### src/rtl/iir_biquad_seq_if.sv
// rtl/iir_biquad_seq_if.sv - sample, coefficient and result signals of the biquad
interface iir_biquad_seq_if #(
  parameter int DATA_W = 8,
  parameter int COEF_W = 8,
  parameter int OUT_W  = 18
);
  logic                     in_valid;
  logic                     in_ready;
  logic signed [DATA_W-1:0] data_in;
  logic                     coef_wr;
  logic [2:0]               coef_sel;
  logic signed [COEF_W-1:0] coef_data;
  logic                     coef_err;
  logic                     out_valid;
  logic signed [OUT_W-1:0]  data_out;
  logic                     ovf;

  modport master (
    output in_valid, data_in, coef_wr, coef_sel, coef_data,
    input  in_ready, coef_err, out_valid, data_out, ovf
  );

  modport slave (
    input  in_valid, data_in, coef_wr, coef_sel, coef_data,
    output in_ready, coef_err, out_valid, data_out, ovf
  );
endinterface

### src/rtl/iir_biquad_seq.sv
// rtl/iir_biquad_seq.sv - second-order IIR with one time-shared multiplier and programmable coefficients
// Define IIR_SATURATE_EN to clamp out-of-range results; otherwise they wrap.
module iir_biquad_seq #(
  parameter int DATA_W = 8,
  parameter int COEF_W = 8,
  parameter int OUT_W  = 18,
  parameter int ACC_W  = 30,
  parameter int FRAC   = 0
) (
  input logic clk,
  input logic rst,
  iir_biquad_seq_if.slave bus
);
  typedef enum logic [1:0] {S_IDLE, S_MAC, S_OUT} state_t;

  localparam logic signed [COEF_W-1:0] B1_RST = COEF_W'(5);
  localparam logic signed [COEF_W-1:0] A1_RST = COEF_W'(1);
  localparam logic signed [OUT_W-1:0]  Y_MAX  = {1'b0, {(OUT_W-1){1'b1}}};
  localparam logic signed [OUT_W-1:0]  Y_MIN  = {1'b1, {(OUT_W-1){1'b0}}};

  state_t state_q, state_d;
  logic [2:0] step_q, step_d;
  logic signed [ACC_W-1:0] acc_q, acc_d;
  logic signed [DATA_W-1:0] x_q, x_d, x1_q, x1_d, x2_q, x2_d;
  logic signed [OUT_W-1:0] y1_q, y1_d, y2_q, y2_d;
  logic signed [COEF_W-1:0] b0_q, b0_d, b1_q, b1_d, b2_q, b2_d, a1_q, a1_d, a2_q, a2_d;
  logic signed [OUT_W-1:0] data_out_q, data_out_d;
  logic out_valid_q, out_valid_d, ovf_q, ovf_d, coef_err_q, coef_err_d;

  logic signed [ACC_W-1:0] mul_a, mul_b, prod, shifted;
  logic [ACC_W-OUT_W:0] upper;
  logic ovf_w;
  logic signed [OUT_W-1:0] result;

  always_comb begin
    mul_a = ACC_W'(b0_q);
    mul_b = ACC_W'(x_q);
    case (step_q)
      3'd1: begin mul_a = ACC_W'(b1_q); mul_b = ACC_W'(x1_q); end
      3'd2: begin mul_a = ACC_W'(b2_q); mul_b = ACC_W'(x2_q); end
      3'd3: begin mul_a = ACC_W'(a1_q); mul_b = ACC_W'(y1_q); end
      3'd4: begin mul_a = ACC_W'(a2_q); mul_b = ACC_W'(y2_q); end
      default: ;
    endcase
  end

  assign prod    = mul_a * mul_b;
  assign shifted = acc_q >>> FRAC;
  // Result fits OUT_W only when every discarded bit matches the new sign bit.
  assign upper   = shifted[ACC_W-1:OUT_W-1];
  assign ovf_w   = !((&upper) || !(|upper));

`ifdef IIR_SATURATE_EN
  assign result = ovf_w ? (shifted[ACC_W-1] ? Y_MIN : Y_MAX) : shifted[OUT_W-1:0];
`else
  assign result = shifted[OUT_W-1:0];
`endif

  always_comb begin
    state_d     = state_q;
    step_d      = step_q;
    acc_d       = acc_q;
    x_d         = x_q;
    x1_d        = x1_q;
    x2_d        = x2_q;
    y1_d        = y1_q;
    y2_d        = y2_q;
    b0_d        = b0_q;
    b1_d        = b1_q;
    b2_d        = b2_q;
    a1_d        = a1_q;
    a2_d        = a2_q;
    data_out_d  = data_out_q;
    out_valid_d = 1'b0;
    ovf_d       = 1'b0;
    coef_err_d  = 1'b0;

    if (bus.coef_wr) begin
      if (state_q == S_IDLE && bus.coef_sel <= 3'd4) begin
        case (bus.coef_sel)
          3'd0:    b0_d = bus.coef_data;
          3'd1:    b1_d = bus.coef_data;
          3'd2:    b2_d = bus.coef_data;
          3'd3:    a1_d = bus.coef_data;
          default: a2_d = bus.coef_data;
        endcase
      end else begin
        coef_err_d = 1'b1;
      end
    end

    case (state_q)
      S_IDLE: begin
        if (bus.in_valid) begin
          x_d     = bus.data_in;
          acc_d   = '0;
          step_d  = 3'd0;
          state_d = S_MAC;
        end
      end
      S_MAC: begin
        // Feedback products (steps 3 and 4) carry the minus sign of the recursion.
        acc_d  = (step_q >= 3'd3) ? acc_q - prod : acc_q + prod;
        step_d = step_q + 3'd1;
        if (step_q == 3'd4) state_d = S_OUT;
      end
      S_OUT: begin
        data_out_d  = result;
        out_valid_d = 1'b1;
        ovf_d       = ovf_w;
        x2_d        = x1_q;
        x1_d        = x_q;
        y2_d        = y1_q;
        y1_d        = result;
        state_d     = S_IDLE;
      end
      default: state_d = S_IDLE;
    endcase
  end

  always_ff @(posedge clk) begin
    if (rst) begin
      state_q     <= S_IDLE;
      step_q      <= '0;
      acc_q       <= '0;
      x_q         <= '0;
      x1_q        <= '0;
      x2_q        <= '0;
      y1_q        <= '0;
      y2_q        <= '0;
      b0_q        <= '0;
      b1_q        <= B1_RST;
      b2_q        <= '0;
      a1_q        <= A1_RST;
      a2_q        <= '0;
      data_out_q  <= '0;
      out_valid_q <= 1'b0;
      ovf_q       <= 1'b0;
      coef_err_q  <= 1'b0;
    end else begin
      state_q     <= state_d;
      step_q      <= step_d;
      acc_q       <= acc_d;
      x_q         <= x_d;
      x1_q        <= x1_d;
      x2_q        <= x2_d;
      y1_q        <= y1_d;
      y2_q        <= y2_d;
      b0_q        <= b0_d;
      b1_q        <= b1_d;
      b2_q        <= b2_d;
      a1_q        <= a1_d;
      a2_q        <= a2_d;
      data_out_q  <= data_out_d;
      out_valid_q <= out_valid_d;
      ovf_q       <= ovf_d;
      coef_err_q  <= coef_err_d;
    end
  end

  assign bus.in_ready  = (state_q == S_IDLE) && !rst;
  assign bus.out_valid = out_valid_q;
  assign bus.data_out  = data_out_q;
  assign bus.ovf       = ovf_q;
  assign bus.coef_err  = coef_err_q;
endmodule

### src/flat_wrapper.sv
// flat-port wrapper written by rule: the top's interface ports become plain ports
module iir_biquad_seq_flat 
#(
  parameter int DATA_W = 8,
  parameter int COEF_W = 8,
  parameter int OUT_W  = 18,
  parameter int ACC_W  = 30,
  parameter int FRAC   = 0
)
  (clk, rst, bus_in_valid, bus_data_in, bus_coef_wr, bus_coef_sel, bus_coef_data, bus_in_ready, bus_coef_err, bus_out_valid, bus_data_out, bus_ovf);
  iir_biquad_seq_if #(.DATA_W(DATA_W), .COEF_W(COEF_W), .OUT_W(OUT_W)) bus_i ();
  input logic clk;
  input logic rst;
  input wire logic [$bits(bus_i.in_valid)-1:0] bus_in_valid;
  input wire logic [$bits(bus_i.data_in)-1:0] bus_data_in;
  input wire logic [$bits(bus_i.coef_wr)-1:0] bus_coef_wr;
  input wire logic [$bits(bus_i.coef_sel)-1:0] bus_coef_sel;
  input wire logic [$bits(bus_i.coef_data)-1:0] bus_coef_data;
  output wire logic [$bits(bus_i.in_ready)-1:0] bus_in_ready;
  output wire logic [$bits(bus_i.coef_err)-1:0] bus_coef_err;
  output wire logic [$bits(bus_i.out_valid)-1:0] bus_out_valid;
  output wire logic [$bits(bus_i.data_out)-1:0] bus_data_out;
  output wire logic [$bits(bus_i.ovf)-1:0] bus_ovf;
  assign bus_i.in_valid = bus_in_valid;
  assign bus_i.data_in = bus_data_in;
  assign bus_i.coef_wr = bus_coef_wr;
  assign bus_i.coef_sel = bus_coef_sel;
  assign bus_i.coef_data = bus_coef_data;
  assign bus_in_ready = bus_i.in_ready;
  assign bus_coef_err = bus_i.coef_err;
  assign bus_out_valid = bus_i.out_valid;
  assign bus_data_out = bus_i.data_out;
  assign bus_ovf = bus_i.ovf;
  iir_biquad_seq #(.DATA_W(DATA_W), .COEF_W(COEF_W), .OUT_W(OUT_W), .ACC_W(ACC_W), .FRAC(FRAC)) u_core (.clk(clk), .rst(rst), .bus(bus_i));
endmodule
### config.mk
export PLATFORM = sky130hd
export DESIGN_NAME = iir_biquad_seq_flat
export DESIGN_NICKNAME = d
export VERILOG_FILES = /design/src/rtl/iir_biquad_seq_if.sv /design/src/rtl/iir_biquad_seq.sv /design/src/flat_wrapper.sv
export SDC_FILE = /design/constraint.sdc
export NUM_CORES = 1
export LEC_CHECK = 0
export CAP_MARGIN = 20
export CORE_MARGIN = 5
export CORE_UTILIZATION = 40
export DETAILED_ROUTE_END_ITERATION = 6
export PLACE_DENSITY = 0.58
export SYNTH_ARGS = -nofsm -noshare
export SYNTH_HDL_FRONTEND = slang
export SYNTH_SLANG_ARGS = --single-unit
### constraint.sdc
create_clock -name clk -period 14.8 [get_ports clk]
set_input_delay 2.22 -clock clk [delete_from_list [all_inputs] [get_ports clk]]
set_output_delay 2.22 -clock clk [all_outputs]
set_load 0.01 [all_outputs]
==> results.cfg, run 1 <==
[status]
outcome = finished, final reports clean

[synth]
netlist.area_leader.share_pct = 27.3
yosysWarnings = 0
yosysMostFrequentCell = inv_1
yosysSeqAreaShare_pct = 16.3
synthArstFlopShare_pct = 0
yosys-top-cells-area = fa_1 27%, dfxtp_1 16%, ha_1 11%
ys.flop_type = dfxtp_1
synth_cells = 1992
synth.net_count = 2401
avgSynthCellArea_um2 = 8.50
ys_top_cells_by_count = 330 x inv_1, 255 x nand2_1, 231 x fa_1
synth_cell_types = 73
syn-cell-area_um2 = 16900
synth_edf_count = 0
synth-seq-cells = 138
synth_top_cell_by_area = fa_1

[finish]
nets = 2418
drive_above_1_share_pct = 4.55
diodes = 0
syn_to_final_growth_pct = 9.74

[flow_run]
maxCapViolations = 0

[worst_setup_path]
cp_common_cell = fa_1
slowest_delay_ps = 770
worstReg2RegStart = u_core.step_q[0]$_SDFFE_PP0P_
cp_max_fo = 32
end_kind = register
cp.required_ps = 15190
cpMaxStageDelayCell = o21ai_0
r2r_cells = 38
worstReg2RegEnd = u_core.acc_q[28]$_SDFFE_PP0P_
crit_path_start_kind = register
crit_arrival_ps = 11890
ff2ff_setup_slack_ps = 3300
crit_type = reg2reg

[routing]
wl_per_cell_um = 17.3
drcViolationCount = 0
drt-pass1-iter-count = 5
drtIter0Drc = 938
vias = 13300
avgViaCountPerCell = 5.19
routed_wl_mm = 44.3
ant_nets = 0

[sta]
tightestPinTransition_ps = 1060
finalSetupViolations = 0
whs_ps = 458
drv_slew = 0
finalCritPeriodShare_pct = 77.7
setup_tns_ps = 0
maxSlewHeadroom_pct = 29.1
worst_clock_skew_ps = 25.2
max_clock_freq_mhz = 87.0
rsz0062_at_grt = no
hold_viol = 0
fin_crit_ps = 11500

[floorplanning]
coreArea_um2 = 41900
rows = 75
start_util_pct = 40.4
die_w_um = 216
pin_count = 45
die_h_um = 216
dieArea_um2 = 46600

[clock_network]
cts_buffers = 17
postCtsSetupBuffers = 0
cts_root_buf = clkbuf_16
clk_latency_ps = 470
post_cts_resize_count = 0
hold_buffers = 0
cts_tree = done
clkTransAtPathRegs_ps = 60
h-tree-depth = 4
cts.path.max_buffers = 2
cts.sinks = 138

[power]
power_density_nw_per_um2 = 97.3
vdd_drop_max_mv = 0.132
power_leakage_nw = 9.05

[min_path]
worstHoldStart = u_core.x2_q[2]$_SDFFE_PP0P_
hp-class = reg2reg
hold_end = u_core.x2_q[2]$_SDFFE_PP0P_
min_path_cells = 2

[global_routing]
grt_pass1_wl_mm = 74.3
grt-ovfl-total = 0
antenna_found_initial = 0
grt_pass1_vias = 13800
grt_start_max_net_pins = 90
grt_util_all_layers_pct = 19.8

[placed_design]
port_buffers = 44
routabilityCongestion = 0.863
place_hpwl_mm = 35.7
## cells in the final DEF, fill, tap and decap left out, types with 17 or more instances in the layout
master / instances
a21o_1: 19
nand3_1: 41
inv_1: 330
nand2_1: 255
ha_1: 155
a21oi_1: 131
xnor2_1: 57
nor2_1: 182
xor2_1: 34
dfxtp_1: 138
buf_4: 23
fa_1: 231
mux2i_1: 41
o21ai_0: 36
a22oi_1: 33
and2_1: 18
clkbuf_16: 17
nor3_1: 19
clkdlybuf4s50_1: 43
a31oi_1: 21
## how the worst max path moves through the flow
stage                                        from                            end  cells after the start
CTS                 u_core.step_q[0]$_SDFFE_PP0P_  u_core.acc_q[28]$_SDFFE_PP0P_                     38
detailed placement  u_core.step_q[0]$_SDFFE_PP0P_  u_core.acc_q[28]$_SDFFE_PP0P_                     38
global placement    u_core.step_q[0]$_SDFFE_PP0P_  u_core.acc_q[28]$_SDFFE_PP0P_                     38
global route        u_core.step_q[0]$_SDFFE_PP0P_  u_core.acc_q[29]$_SDFFE_PP0P_                     40
floorplan           u_core.step_q[0]$_SDFFE_PP0P_  u_core.acc_q[28]$_SDFFE_PP0P_                     40
finish              u_core.step_q[0]$_SDFFE_PP0P_  u_core.acc_q[28]$_SDFFE_PP0P_                     38
## per-layer routing
layer	global-route usage, %	routed length, um	part of all wire (%)
met3	3.27	2070	4.7
met4	4.33	652	1.5
met2	31.4	20300	46
met5	0	0	0
met1	28.6	21300	48
## sequential cells by signal (all words and copies together) (netlist names)
signal,flops
u_core.b1_q,8
u_core.step_q,3
u_core.bus.out_valid,1
u_core.acc_q,30
u_core.bus.data_out,18
u_core.bus.ovf,1
u_core.a2_q,8
u_core.bus.coef_err,1
u_core.state_q,2
u_core.x_q,8
u_core.x2_q,8
u_core.y2_q,18
u_core.x1_q,8
u_core.a1_q,8
u_core.b2_q,8
u_core.b0_q,8
## critical path, delay by kind of cell (launching register included)
kind / cells / cell delay (ps)
and+or+nand+nor: 8 / 2040
buffers and inverters: 8 / 1040
DFF: 1 / 470
adders and majority gates: 11 / 5030
AOI/OAI and AO/OA: 9 / 2250
xor gates and xnor gates: 2 / 590
## cells by family after synthesis
logic type,synth area share (%)
and+or+nand+nor,16.1
buffers and inverters,8.90
adders and majority gates,38.7
AOI/OAI and AO/OA,12.5
DFF,16.3
xor gates and xnor gates,4.80
muxes,2.64
## area by class of cell
cell class                 instances  area, um2
clock buffer                      18        439
clock inverter                    14        154
fill                            4124      23400
inverter                         330       1240
multi-input combinational       1455      12700
sequential                       138       2760
tap                              539        674
timing repair buffer              67        623
## through the flow
step	power (mW)	setup WS, ps	instance area (um2)	util [%]	instances
floorplan	1.15	4180	16900	-	1992
global placement	1.35	3610	18000	42.8	2527
detailed placement	1.35	3420	18000	42.8	2527
CTS	1.82	3330	18600	44.3	2559
global route	1.96	2530	18600	44.3	2561
finish	1.81	3300	18600	44.3	2561
## power breakdown
group / switching [mW] / internal (mW)
logic: 0.553 / 0.387
registers: 0.0278 / 0.397
clock network: 0.201 / 0.244
Power figures use the tool's default switching activity.
==> inputs of run 2 (changes only) <==
==> constraint.sdc (replaced) <==
create_clock -name clk -period 11.8 [get_ports clk]
set_input_delay 1.77 -clock clk [delete_from_list [all_inputs] [get_ports clk]]
set_output_delay 1.77 -clock clk [all_outputs]
set_load 0.01 [all_outputs]
==> run 2 against run 1 <==
  * Routed wire length up 2.3%
  * Clock power up 17%
  * Register-to-register slack worse by 2600 ps
  * Clock skew down 7.6 ps
  * Sequential share of layout area down 0.057 points
  * Final cell count up 0.66%
  * Maximum frequency up 3.6%
  * Hold slack better by 3.1 ps
  * Cell area up 0.43%
==> results.cfg, run 2 (same netlist as run 1, synthesis figures left out) <==
[global_routing]
grt_pass1_vias = 14200
grt_pass1_wl_mm = 76.3
antenna_found_initial = 0
grt_start_max_net_pins = 88
grt_util_all_layers_pct = 20.2
grt-ovfl-total = 0

[sta]
setup_tns_ps = 0
setup_ws_ps = 698
finalCritPeriodShare_pct = 94.1
worst_clock_skew_ps = 17.6
whs_ps = 461
tightestPinTransition_ps = 927
hold_viol = 0
drv_slew = 0
maxSlewHeadroom_pct = 38.2
rsz0062_at_grt = no
max_clock_freq_mhz = 90.1
finalSetupViolations = 0
fin_crit_ps = 11100

[power]
power_density_nw_per_um2 = 120
p_clk_share_pct = 23.3
internal_power_mw = 1.26
power_mw = 2.24
pwr-share-comb_pct = 53.0
vdd_drop_max_mv = 0.166
power_leakage_nw = 9.09
pwr-share-seq_pct = 23.7
p_switching_uw = 976
p_sw_share_pct = 43.6

[worst_setup_path]
slowest_delay_ps = 630
path_delay_family = adder cells
cp_common_cell = fa_1
crit_type = reg2reg
crit_arrival_ps = 11490
cp_max_fo = 14
cp.required_ps = 12190
cp_num_buf_inv = 9
crit_path_start_kind = register
end_kind = register
cpMaxStageDelayCell = or4b_2

[min_path]
hp-class = reg2reg

[finish]
final_cell_mix = 330 x inv_1, 255 x nand2_1, 231 x fa_1
register_area_um2 = 2760
multiInputGateArea_um2 = 12700
syn_to_final_growth_pct = 10.2
drive_above_1_share_pct = 5.35
fin_util_pct = 44.5
largest_reg_flops = 30
largest_register = u_core.acc_q
fin_area_um2 = 18700
layout_commonest_cell = inv_1
final_cell_count_no_fill = 2578
n_fill_cell = 4167
nets = 2434

[floorplanning]
dieArea_um2 = 46600
die_h_um = 216
rows = 75
coreArea_um2 = 41900
die_w_um = 216
start_util_pct = 40.4
pin_count = 45

[placed_design]
dp.cells = 2545
port_buffers = 44
pre_cts_slack_ps = 767
place_hpwl_mm = 37.0
routabilityCongestion = 0.916
place_area_um2 = 18100

[clock_network]
cts.sinks = 138
clk_latency_ps = 460
clkTransAtPathRegs_ps = 70
cts_tree = done
postCtsSetupBuffers = 0
cts_root_buf = clkbuf_16
cts_buffers = 17
hold_buffers = 0
h-tree-depth = 4
cts.path.max_buffers = 2

[routing]
drt-pass1-iter-count = 6
ant_nets = 0
wl_per_cell_um = 17.6
drcViolationCount = 0
avgViaCountPerCell = 5.24
routed_wl_mm = 45.3
vias = 13500
drtIter0Drc = 883

[flow_run]
maxCapViolations = 0

[status]
outcome = finished, final reports clean
==> run 2: changes by cell type in the layout (fill, tap and decap cells not counted), sizes merged <==
cell      previous run  this run
buf                 24        40
clkinvlp             0         6
clkinv               4         0
bufinv               1         0
diode                0         1
inv                339       338
==> run 2: cell type report <==
class / count / area share (%)
inverter: 330 / 6.63
clock inverter: 14 / 0.670
antenna: 1 / 0.0134
sequential: 138 / 14.8
clock buffer: 18 / 2.30
tap: 539 / 3.61
timing repair buffer: 83 / 3.91
multi-input combinational: 1455 / 68.1
==> run 2: power by group through the flow <==
stage               Combinational [mW]  Sequential, mW  Clock (mW)
finish                            1.19           0.531       0.521
global route                      1.34           0.535       0.548
CTS                               1.19           0.530       0.530
detailed placement                1.17           0.541           0
floorplan                        0.909           0.528           0
global placement                  1.16           0.540           0
==> run 2: per-layer routing <==
layer | global-route usage, % | vias to the layer above | wire [um]
li1 | - | 6528 | -
met1 | 28.6 | 6674 | 21300
met2 | 32.2 | 278 | 20900
met3 | 3.59 | 32 | 2410
met4 | 5.12 | 0 | 678
met5 | 0 | - | 0
==> run 2: worst reg2reg max path, delay by kind of cell, from the launching register on <==
kind / cells / cell delay [ps]
AOI/OAI and AO/OA: 10 / 2120
xor gates and xnor gates: 1 / 170
adders and majority gates: 11 / 5060
and+or+nand+nor: 7 / 1960
buffers and inverters: 9 / 1160
DFF: 1 / 430
muxes: 1 / 140
==> run 2: final timing paths <==
check / from / to / slack (ps) / depth (start not counted)
worst min-delay path: u_core.y2_q[7]$_SDFFE_PP0P_ / u_core.y2_q[7]$_SDFFE_PP0P_ / 460 / 2
worst min register to register: u_core.y2_q[7]$_SDFFE_PP0P_ / u_core.y2_q[7]$_SDFFE_PP0P_ / 460 / 2
worst max-delay path: u_core.step_q[0]$_SDFFE_PP0P_ / u_core.acc_q[28]$_SDFFE_PP0P_ / 700 / 39
worst max register to register: u_core.step_q[0]$_SDFFE_PP0P_ / u_core.acc_q[28]$_SDFFE_PP0P_ / 700 / 39
==> run 2: repair_timing <==
item / in CTS / in global routing
hold endpoints to repair: 0 / 0
endpoints found under the setup margin: 0 / 1
gates resized for setup: 0 / 4
==> inputs of run 3 (changes only) <==
--- a/config.mk
+++ b/config.mk
@@ -9,7 +9,9 @@
 export CORE_MARGIN = 5
 export CORE_UTILIZATION = 40
 export DETAILED_ROUTE_END_ITERATION = 6
-export PLACE_DENSITY = 0.58
+export DONT_BUFFER_PORTS = 1
+export GPL_TIMING_DRIVEN = 1
+export PLACE_DENSITY = 0.56
 export SYNTH_ARGS = -nofsm -noshare
 export SYNTH_HDL_FRONTEND = slang
 export SYNTH_SLANG_ARGS = --single-unit
==> run 3 against run 2 <==
  * Via count down 2.2%
  * Global-route usage rose by 0.32 points
  * Die area did not move
  * First-iteration DRC count rose by 1.1%
  * Maximum frequency is 1.0% higher
  * Critical endpoint unchanged
  * Largest cell class unchanged
  * Largest power group unchanged
==> results.cfg, run 3 (same netlist as run 1, synthesis figures left out) <==
[finish]
final_cell_mix = 330 x inv_1, 255 x nand2_1, 231 x fa_1
fin_util_pct = 43.6
syn_to_final_growth_pct = 7.99
nets = 2387
diodes = 0
drive_above_1_share_pct = 5.32
largest_register = u_core.acc_q
largest_reg_flops = 30
layout_commonest_cell = inv_1

[placed_design]
port_buffers = 0
routabilityCongestion = 0.898
place_hpwl_mm = 37.1

[clock_network]
cts.path.max_buffers = 2
cts_tree = done
h-tree-depth = 4
cts_root_buf = clkbuf_16
clk_latency_ps = 460
clkTransAtPathRegs_ps = 60
cts.sinks = 138
cts_buffers = 17
postCtsSetupBuffers = 0

[worst_setup_path]
worstReg2RegEnd = u_core.acc_q[28]$_SDFFE_PP0P_
cp_max_fo = 16
cpMaxStageDelayCell = fa_1
ff2ff_setup_slack_ps = 810
cp.required_ps = 12190
crit_type = reg2reg
worstReg2RegStart = u_core.step_q[0]$_SDFFE_PP0P_
end_kind = register
r2r_cells = 38
crit_arrival_ps = 11390
slowest_delay_ps = 700
crit_path_start_kind = register

[min_path]
worstHoldStart = u_core.y2_q[6]$_SDFFE_PP0P_
hold_end = u_core.y2_q[6]$_SDFFE_PP0P_
min_path_cells = 2
hp-class = reg2reg

[sta]
finalCritPeriodShare_pct = 93.2
finalSetupViolations = 0
rsz0062_at_grt = no
worst_clock_skew_ps = 10.9
maxSlewHeadroom_pct = 29.3
tightestPinTransition_ps = 1060
fin_crit_ps = 10990
max_clock_freq_mhz = 91.0
drv_slew = 0
hold_viol = 0
setup_tns_ps = 0

[power]
pwr-share-seq_pct = 23.4
internal_power_mw = 1.32
power_density_nw_per_um2 = 125
p_switching_uw = 958
power_leakage_nw = 8.97
p_clk_share_pct = 25.3
pwr-share-comb_pct = 51.3
p_sw_share_pct = 42.0
vdd_drop_max_mv = 0.181

[routing]
ant_nets = 0
vias = 13200
avgViaCountPerCell = 5.22
drtIter0Drc = 893
wl_per_cell_um = 18.1
drt-pass1-iter-count = 5
routed_wl_mm = 45.8
drcViolationCount = 0

[floorplanning]
coreArea_um2 = 41900
die_w_um = 216
die_h_um = 216
dieArea_um2 = 46600
pin_count = 45
rows = 75
start_util_pct = 40.4

[status]
outcome = finished, final reports clean

[global_routing]
antenna_found_initial = 1
grt_pass1_wl_mm = 76.2
grt_util_all_layers_pct = 20.5
grt-ovfl-total = 0
grt_start_max_net_pins = 139
grt_pass1_vias = 14100

[flow_run]
maxCapViolations = 0
-- run 3: cell types whose count changed in the layout (fill, tap and decap cells not counted), moves of 2 or more --
| cell | change |
|---|---|
| buf_4 | -5 |
| clkinv_2 | +2 |
| inv_8 | -3 |
| bufinv_16 | +3 |
| clkinv_4 | +3 |
| clkdlybuf4s50_1 | -43 |
| clkinvlp_4 | -6 |
-- run 3: final cells by class --
| type | count | area (um2) |
|---|---|---|
| tap | 539 | 674 |
| fill | 4205 | 23700 |
| clock buffer | 18 | 439 |
| sequential | 138 | 2760 |
| multi-input combinational | 1455 | 12700 |
| timing repair buffer | 36 | 283 |
| clock inverter | 14 | 181 |
| inverter | 330 | 1240 |
-- run 3: power by group through the flow --
stage	logic (mW)	clock network [mW]	registers (mW)
5_1_grt	1.32	0.608	0.538
6_report	1.17	0.576	0.533
3_3_place_gp	1.15	0	0.543
2_1_floorplan	0.909	0	0.528
3_5_place_dp	1.15	0	0.543
4_1_cts	1.17	0.588	0.533
-- run 3: metrics by stage --
step	power (mW)	cells	setup slack (ps)	area [um2]	hold slack, ps
2_1_floorplan	1.44	1992	1180	16900	436
3_3_place_gp	1.69	2497	774	17600	437
3_5_place_dp	1.69	2497	614	17600	443
4_1_cts	2.29	2529	556	18300	451
5_1_grt	2.47	2530	43.3	18300	470
6_report	2.28	2530	808	18300	456
-- run 3: worst max-delay path, delay by kind of cell (launching register included) --
| kind | cells | cell delay [ps] |
|---|---|---|
| xor+xnor | 1 | 200 |
| simple gates | 10 | 2630 |
| fa+ha+maj | 11 | 5290 |
| compound gates | 8 | 1640 |
| flops | 1 | 460 |
| buf+inv | 8 | 720 |
-- run 3: worst max-delay path by stage --
stage	startpoint	to	slack [ps]	cells past startpoint
2_1_floorplan	u_core.step_q[0]$_SDFFE_PP0P_	u_core.acc_q[28]$_SDFFE_PP0P_	1180	40
3_3_place_gp	u_core.step_q[0]$_SDFFE_PP0P_	u_core.acc_q[28]$_SDFFE_PP0P_	770	38
3_5_place_dp	u_core.step_q[0]$_SDFFE_PP0P_	u_core.acc_q[28]$_SDFFE_PP0P_	610	38
4_1_cts	u_core.step_q[0]$_SDFFE_PP0P_	u_core.acc_q[28]$_SDFFE_PP0P_	560	38
5_1_grt	u_core.step_q[0]$_SDFFE_PP0P_	u_core.acc_q[28]$_SDFFE_PP0P_	40	37
6_report	u_core.step_q[0]$_SDFFE_PP0P_	u_core.acc_q[28]$_SDFFE_PP0P_	810	38
-- run 3: what timing repair did --
item | CTS | global route
endpoints found under the setup margin | 0 | 1
resized for setup | 0 | 4
hold buffers | 0 | 0
-- run 3: per-layer routing --
metal  vias up  track usage, %  part of all wire [%]
met4         2            6.23                   2.2
met1      6479            28.7                    47
li1       6417               -                     -
met2       256            32.4                    45
met5         -               0                 0.028
met3        60            3.91                   5.4
